[config.mk]
export PLATFORM = sky130hd
export DESIGN_NAME = psram_cmd_queue_flat
export DESIGN_NICKNAME = d
export VERILOG_FILES = /design/src/rtl/psram_cmd_queue_if.sv /design/src/rtl/psram_cmd_queue.sv /design/src/flat_wrapper.sv
export SDC_FILE = /design/constraint.sdc
export NUM_CORES = 1
export LEC_CHECK = 0
export CAP_MARGIN = 15
export CORE_MARGIN = 5
export CORE_UTILIZATION = 54
export CTS_BUF_LIST = sky130_fd_sc_hd__clkbuf_2
export DETAILED_ROUTE_END_ITERATION = 10
export PLACE_DENSITY = 0.79
export REMOVE_ABC_BUFFERS = 1
export SYNTH_ARGS = -nofsm -noshare
export SYNTH_HDL_FRONTEND = slang
export SYNTH_SLANG_ARGS = --single-unit
[constraint.sdc]
create_clock -name clk -period 4.8 [get_ports clk]
set_input_delay 0.72 -clock clk [delete_from_list [all_inputs] [get_ports clk]]
set_output_delay 0.72 -clock clk [all_outputs]
set_load 0.01 [all_outputs]
[src/rtl/psram_cmd_queue_if.sv]
// Client-side request/response channel and PsramController-side command channel of psram_cmd_queue.
// Request handshake: a request transfers on every clk edge where req_valid && req_ready; payload must be stable while req_valid is high.
interface psram_cmd_queue_if;
  logic        req_valid;
  logic        req_ready;
  logic        req_write;
  logic        req_byte;
  logic [21:0] req_addr;
  logic [15:0] req_wdata;

  logic        rsp_valid;
  logic        rsp_write;
  logic        rsp_err;
  logic [15:0] rsp_data;
  logic [7:0]  rsp_byte;

  logic        mem_read;
  logic        mem_write;
  logic        mem_byte_write;
  logic [21:0] mem_addr;
  logic [15:0] mem_din;
  logic [15:0] mem_dout;
  logic        mem_busy;

  // Queue side.
  modport slave (
    input  req_valid, req_write, req_byte, req_addr, req_wdata,
    output req_ready,
    output rsp_valid, rsp_write, rsp_err, rsp_data, rsp_byte,
    output mem_read, mem_write, mem_byte_write, mem_addr, mem_din,
    input  mem_dout, mem_busy
  );

  // Client and controller side.
  modport master (
    output req_valid, req_write, req_byte, req_addr, req_wdata,
    input  req_ready,
    input  rsp_valid, rsp_write, rsp_err, rsp_data, rsp_byte,
    input  mem_read, mem_write, mem_byte_write, mem_addr, mem_din,
    output mem_dout, mem_busy
  );
endinterface

[src/rtl/psram_cmd_queue.sv]
// In-order command queue feeding PsramController: one command in flight, per-command busy timeout, sticky error.
// Request handshake: push when req_valid && req_ready at a clk edge; req_ready = !full, independent of req_valid.
module psram_cmd_queue #(
  parameter int DEPTH   = 4,
  parameter int TIMEOUT = 32
) (
  input  logic                       clk,
  input  logic                       reset,
  psram_cmd_queue_if.slave           bus,
  output logic                       timeout_err,
  output logic [$clog2(DEPTH+1)-1:0] level,
  output logic [1:0]                 state_dbg
);
  localparam int PW = $clog2(DEPTH);
  localparam int LW = $clog2(DEPTH + 1);
  localparam int TW = $clog2(TIMEOUT) + 1;

  typedef enum logic [1:0] {
    IDLE  = 2'd0,
    ISSUE = 2'd1,
    HOLD  = 2'd2,
    WAIT  = 2'd3
  } state_t;

  typedef struct packed {
    logic        write;
    logic        byte_w;
    logic [21:0] addr;
    logic [15:0] data;
  } entry_t;

  entry_t          fifo_q [DEPTH];
  entry_t          new_entry;
  entry_t          head;
  logic [PW-1:0]   wr_ptr;
  logic [PW-1:0]   rd_ptr;
  logic            push;
  logic            pop;
  logic            done;
  logic            tmo;
  logic            cmd_write;
  logic [TW-1:0]   timer;
  state_t          state_q;
  state_t          state_d;

  assign state_dbg     = state_q;
  assign bus.req_ready = (level != LW'(DEPTH));
  assign push          = bus.req_valid && bus.req_ready;
  assign head          = fifo_q[rd_ptr];

  // Byte writes replicate the byte on both lanes so the controller can pick either.
  always_comb begin
    new_entry.write  = bus.req_write;
    new_entry.byte_w = bus.req_byte;
    new_entry.addr   = bus.req_addr;
    new_entry.data   = (bus.req_write && bus.req_byte) ?
                       {bus.req_wdata[7:0], bus.req_wdata[7:0]} : bus.req_wdata;
  end

  always_ff @(posedge clk) begin
    if (push) begin
      fifo_q[wr_ptr] <= new_entry;
    end
  end

  always_ff @(posedge clk) begin
    if (reset) begin
      wr_ptr <= '0;
      rd_ptr <= '0;
      level  <= '0;
    end else begin
      if (push) wr_ptr <= wr_ptr + 1'b1;
      if (pop)  rd_ptr <= rd_ptr + 1'b1;
      case ({push, pop})
        2'b10:   level <= level + 1'b1;
        2'b01:   level <= level - 1'b1;
        default: level <= level;
      endcase
    end
  end

  always_ff @(posedge clk) begin
    if (reset) begin
      state_q <= IDLE;
    end else begin
      state_q <= state_d;
    end
  end

  always_comb begin
    state_d = state_q;
    pop     = 1'b0;
    done    = 1'b0;
    tmo     = 1'b0;
    case (state_q)
      IDLE: begin
        // Waiting for !mem_busy also absorbs init and any transaction left over from a reset.
        if ((level != '0) && !bus.mem_busy) begin
          pop     = 1'b1;
          state_d = ISSUE;
        end
      end
      ISSUE: state_d = HOLD;
      // The controller raises busy a cycle after the pulse, so busy is not trusted here.
      HOLD:  state_d = WAIT;
      WAIT: begin
        if (!bus.mem_busy) begin
          done    = 1'b1;
          state_d = IDLE;
        end else if (timer == TW'(TIMEOUT - 1)) begin
          done    = 1'b1;
          tmo     = 1'b1;
          state_d = IDLE;
        end
      end
      default: state_d = IDLE;
    endcase
  end

  always_ff @(posedge clk) begin
    if (reset) begin
      timer <= '0;
    end else if (state_q == HOLD) begin
      timer <= '0;
    end else if (state_q == WAIT && bus.mem_busy) begin
      timer <= timer + 1'b1;
    end
  end

  // Command registers: pulses last exactly the ISSUE cycle, address/data held until the next pop.
  always_ff @(posedge clk) begin
    if (reset) begin
      bus.mem_read       <= 1'b0;
      bus.mem_write      <= 1'b0;
      bus.mem_byte_write <= 1'b0;
      bus.mem_addr       <= '0;
      bus.mem_din        <= '0;
      cmd_write          <= 1'b0;
    end else begin
      bus.mem_read  <= pop && !head.write;
      bus.mem_write <= pop && head.write;
      if (pop) begin
        bus.mem_byte_write <= head.write && head.byte_w;
        bus.mem_addr       <= head.addr;
        bus.mem_din        <= head.data;
        cmd_write          <= head.write;
      end
    end
  end

  always_ff @(posedge clk) begin
    if (reset) begin
      bus.rsp_valid <= 1'b0;
      bus.rsp_write <= 1'b0;
      bus.rsp_err   <= 1'b0;
      bus.rsp_data  <= '0;
      bus.rsp_byte  <= '0;
      timeout_err   <= 1'b0;
    end else begin
      bus.rsp_valid <= done;
      if (done) begin
        bus.rsp_write <= cmd_write;
        bus.rsp_err   <= tmo;
        bus.rsp_data  <= cmd_write ? 16'h0000 : bus.mem_dout;
        bus.rsp_byte  <= cmd_write ? 8'h00 :
                         (bus.mem_addr[0] ? bus.mem_dout[15:8] : bus.mem_dout[7:0]);
      end
      if (tmo) timeout_err <= 1'b1;
    end
  end
endmodule

[src/flat_wrapper.sv]
// flat-port wrapper written by rule: the top's interface ports become plain ports
module psram_cmd_queue_flat 
#(
  parameter int DEPTH   = 4,
  parameter int TIMEOUT = 32
)
  (clk, reset, timeout_err, level, state_dbg, bus_req_valid, bus_req_write, bus_req_byte, bus_req_addr, bus_req_wdata, bus_req_ready, bus_rsp_valid, bus_rsp_write, bus_rsp_err, bus_rsp_data, bus_rsp_byte, bus_mem_read, bus_mem_write, bus_mem_byte_write, bus_mem_addr, bus_mem_din, bus_mem_dout, bus_mem_busy);
  psram_cmd_queue_if bus_i ();
  input  logic clk;
  input  logic reset;
  output logic timeout_err;
  output logic [$clog2(DEPTH+1)-1:0] level;
  output logic [1:0] state_dbg;
  input wire logic [$bits(bus_i.req_valid)-1:0] bus_req_valid;
  input wire logic [$bits(bus_i.req_write)-1:0] bus_req_write;
  input wire logic [$bits(bus_i.req_byte)-1:0] bus_req_byte;
  input wire logic [$bits(bus_i.req_addr)-1:0] bus_req_addr;
  input wire logic [$bits(bus_i.req_wdata)-1:0] bus_req_wdata;
  output wire logic [$bits(bus_i.req_ready)-1:0] bus_req_ready;
  output wire logic [$bits(bus_i.rsp_valid)-1:0] bus_rsp_valid;
  output wire logic [$bits(bus_i.rsp_write)-1:0] bus_rsp_write;
  output wire logic [$bits(bus_i.rsp_err)-1:0] bus_rsp_err;
  output wire logic [$bits(bus_i.rsp_data)-1:0] bus_rsp_data;
  output wire logic [$bits(bus_i.rsp_byte)-1:0] bus_rsp_byte;
  output wire logic [$bits(bus_i.mem_read)-1:0] bus_mem_read;
  output wire logic [$bits(bus_i.mem_write)-1:0] bus_mem_write;
  output wire logic [$bits(bus_i.mem_byte_write)-1:0] bus_mem_byte_write;
  output wire logic [$bits(bus_i.mem_addr)-1:0] bus_mem_addr;
  output wire logic [$bits(bus_i.mem_din)-1:0] bus_mem_din;
  input wire logic [$bits(bus_i.mem_dout)-1:0] bus_mem_dout;
  input wire logic [$bits(bus_i.mem_busy)-1:0] bus_mem_busy;
  assign bus_i.req_valid = bus_req_valid;
  assign bus_i.req_write = bus_req_write;
  assign bus_i.req_byte = bus_req_byte;
  assign bus_i.req_addr = bus_req_addr;
  assign bus_i.req_wdata = bus_req_wdata;
  assign bus_req_ready = bus_i.req_ready;
  assign bus_rsp_valid = bus_i.rsp_valid;
  assign bus_rsp_write = bus_i.rsp_write;
  assign bus_rsp_err = bus_i.rsp_err;
  assign bus_rsp_data = bus_i.rsp_data;
  assign bus_rsp_byte = bus_i.rsp_byte;
  assign bus_mem_read = bus_i.mem_read;
  assign bus_mem_write = bus_i.mem_write;
  assign bus_mem_byte_write = bus_i.mem_byte_write;
  assign bus_mem_addr = bus_i.mem_addr;
  assign bus_mem_din = bus_i.mem_din;
  assign bus_i.mem_dout = bus_mem_dout;
  assign bus_i.mem_busy = bus_mem_busy;
  psram_cmd_queue #(.DEPTH(DEPTH), .TIMEOUT(TIMEOUT)) u_core (.clk(clk), .reset(reset), .bus(bus_i), .timeout_err(timeout_err), .level(level), .state_dbg(state_dbg));
endmodule
==> flow_summary.yaml <==
setup_path:
  critical_path.max_fanout: 6
  crit_path_end_kind: "primary output"
  worstPathArrival_ps: 2160
  endpoint_required_time_on_the_critical_path_ps: 4080
  worst_setup_path_category: "reg -> out"
  critical_path.startpoint_type: "register"
sta:
  final-max-slew-violation-count: 0
  hold_violations: 0
  worst-slew-pin-transition_ps: 1123
  finalCritPeriodShare_pct: 59.98
  unrepaired_setup_endpoints_after_global_routing: "no"
  relSlewSlack_pct: 25.11
  final.setup_skew_ps: 34.84
  achievable-frequency_ghz: 0.3474
  finalCriticalPeriod_ps: 2879
  finalSetupViolCount: 0
  setup-tns-final_ps: 0
yosys:
  synth_seq_cells: 247
  number_of_flops_mapped_to_enable_cells_by_yosys: 160
  synth_largest_area_cell: "sky130_fd_sc_hd__edfxtp_1"
  netlist_top_cells_area: "sky130_fd_sc_hd__edfxtp_1 (52%), sky130_fd_sc_hd__dfxtp_1 (19%), sky130_fd_sc_hd__mux4_2 (9.7%)"
  yosysUniqueCellTypes: 35
  netlist_area_um2: 9328
  synth_commonest_cells: "sky130_fd_sc_hd__edfxtp_1 (160), sky130_fd_sc_hd__dfxtp_1 (87), sky130_fd_sc_hd__nand2_1 (85)"
  synth_ff_type: "sky130_fd_sc_hd__edfxtp_1"
  post-synth-top-count-cell: "sky130_fd_sc_hd__edfxtp_1"
  part_of_the_yosys_area_used_for_sequential_elements_pct: 70.18
  synth_area_per_inst_um2: 14.83
  post-synth-top-area-fraction_pct: 51.51
  synth.yosys.warnings: 0
  ys_async_sr_fraction_pct: 0
  syn-instance-count: 629
clock_network:
  htree_levels: 2
  cts_tree: "yes"
  clk_pin_slew_ps: 110
  cts_num_sinks: 247
  clock-root-buffer: "sky130_fd_sc_hd__clkbuf_2"
  cts_hold_buf: 0
  cts-resized-gates: 0
  cts.path.max_buffers: 3
  later_pin_clock_latency_in_the_skew_report_ps: 780
  cts_inserted_buffers: 57
  post-cts-setup-buffer-count: 0
power:
  power-per-cell-area_nw_per_um2: 468.6
  ir_worst_vdd_uv: 316.8
  p_leak_nw: 3.788
floorplanning:
  rows: 48
  boundaryPins: 135
  dieHeight_um: 141.4
  die_footprint_um2: 20000
  chipWidth_um: 141.4
  initial_utilization_pct: 54.50
  core_area_um2: 17120
final_layout:
  fin_util_pct: 66.47
  layout-area-overhead-vs-synth_pct: 21.97
  design.final.nets: 857
  layout-drive-gt1-share_pct: 19.04
  insertedDiodeCount: 0
routing:
  num_vias: 5832
  routedWlPerCell_um: 18.54
  detail_route.drc_violations: 0
  detail_route.vias_per_cell: 5.502
  drt_pre_antenna_iters: 4
  ant_nets: 0
  detailedRoute.firstIterationViolations: 260
  detail_route.wirelength_um: 19650
placed_design:
  portBuffers: 134
  detailed_place_hpwl_um: 11390
  globalplace.congestion: 0.7906
hold_path:
  min_path_type: "in -> reg"
global_routing:
  gr-usage-all-layers_pct: 19.55
  global_route_wire_length_before_repair_um: 30930
  largest_net_degree_at_the_start_of_global_routing: 47
  grt_pass1_vias: 6099
  number_of_antenna_violations_at_the_first_check_in_global_routing: 0
  grt_overflow: 0
outcome:
  outcome: "complete, no violations"
job:
  maxCapViolations: 0
placed cells by master, fill, tap and decap left out, drive strengths merged:
cell type	count
or3	2
xor2	7
dfxtp	87
nand3	3
clkinvlp	1
or4	8
a21oi	72
clkinv	14
o31ai	1
nor3b	1
nand2	85
clkdlybuf4s50	133
mux2i	8
fa	1
ha	10
a211oi	2
mux2	8
clkbuf	92
and3	5
buf	5
inv	11
nand4	4
or2	1
mux4	40
edfxtp	160
and2	3
o21a	1
o21ai	30
nand4b	17
nor2	15
bufinv	1
nor3	3
or3b	1
xnor2	3
metrics by stage:
| step | total power, mW | worst slack (ps) | instance area [um2] | hold slack (ps) | instances |
|---|---|---|---|---|---|
| floorplan | 3.487 | 986.5 | 9164 | 463.1 | 589 |
| global placement | 4.002 | 1738 | 10820 | 445.0 | 951 |
| detailed placement | 4.060 | 1671 | 10820 | 449.0 | 951 |
| CTS | 5.400 | 1829 | 11370 | 381.2 | 1059 |
| global route | 5.642 | 1747 | 11380 | 411.0 | 1060 |
| finish | 5.331 | 1921 | 11380 | 458.3 | 1060 |
path summary, 6_finish.rpt:
check	startpoint	to	slack, ps	cells past startpoint
min reg2reg	u_core.bus.mem_addr[2]	u_core.bus.mem_addr[2]	460	2
max	u_core.level[2]	bus_req_ready	1920	2
max reg2reg	u_core.level[2]	u_core.level[2]	2300	10
min	reset	u_core.timeout_err	460	2
metal layers:
| layer | track usage (%) | routed length [um] |
|---|---|---|
| met5 | 0 | 0 |
| met4 | 6.061 | 281 |
| met3 | 4.719 | 1532 |
| met1 | 24.73 | 8060 |
| met2 | 33.66 | 9779 |
worst max-delay path: stages (launching register included):
cell and delay [ps]:
sky130_fd_sc_hd__dfxtp_1 410, sky130_fd_sc_hd__or3b_1 450, sky130_fd_sc_hd__clkdlybuf4s50_1 520
logic make-up after synthesis:
group	Yosys count	synth area share, %
buffers and inverters	51	2.200
AO/OA/AOI/OAI	106	5.808
adder cells (fa/ha/maj)	11	1.556
XOR/XNOR	10	0.9390
AND/OR/NAND/NOR	148	7.834
multiplexers	56	11.48
flip-flops	247	70.18
registers in the layout, summed over array words and instances (netlist names), 2 cells and up, named ones only:
register and cells:
u_core.bus.mem_addr 22, u_core.fifo_q 160, u_core.rd_ptr 2, u_core.bus.mem_din 16
u_core.bus.rsp_byte 8, u_core.level 3, u_core.wr_ptr 2, u_core.bus.rsp_data 16
u_core.timer 6, u_core.state_dbg 2
area by class of cell:
class                      instances  area [um2]
fill                            1236        5739
clock buffer                      92       460.4
inverter                          11       41.29
sequential                       247        6551
tap                              225       281.5
timing repair buffer             138        1366
clock inverter                    16       90.09
multi-input combinational        331        2586
where the power goes:
part           internal [mW]  switching (mW)
combinational          0.635           0.583
sequential              2.54           0.241
clock                  0.558           0.776
total                   3.73            1.60
(Power assumes the default switching activity.)
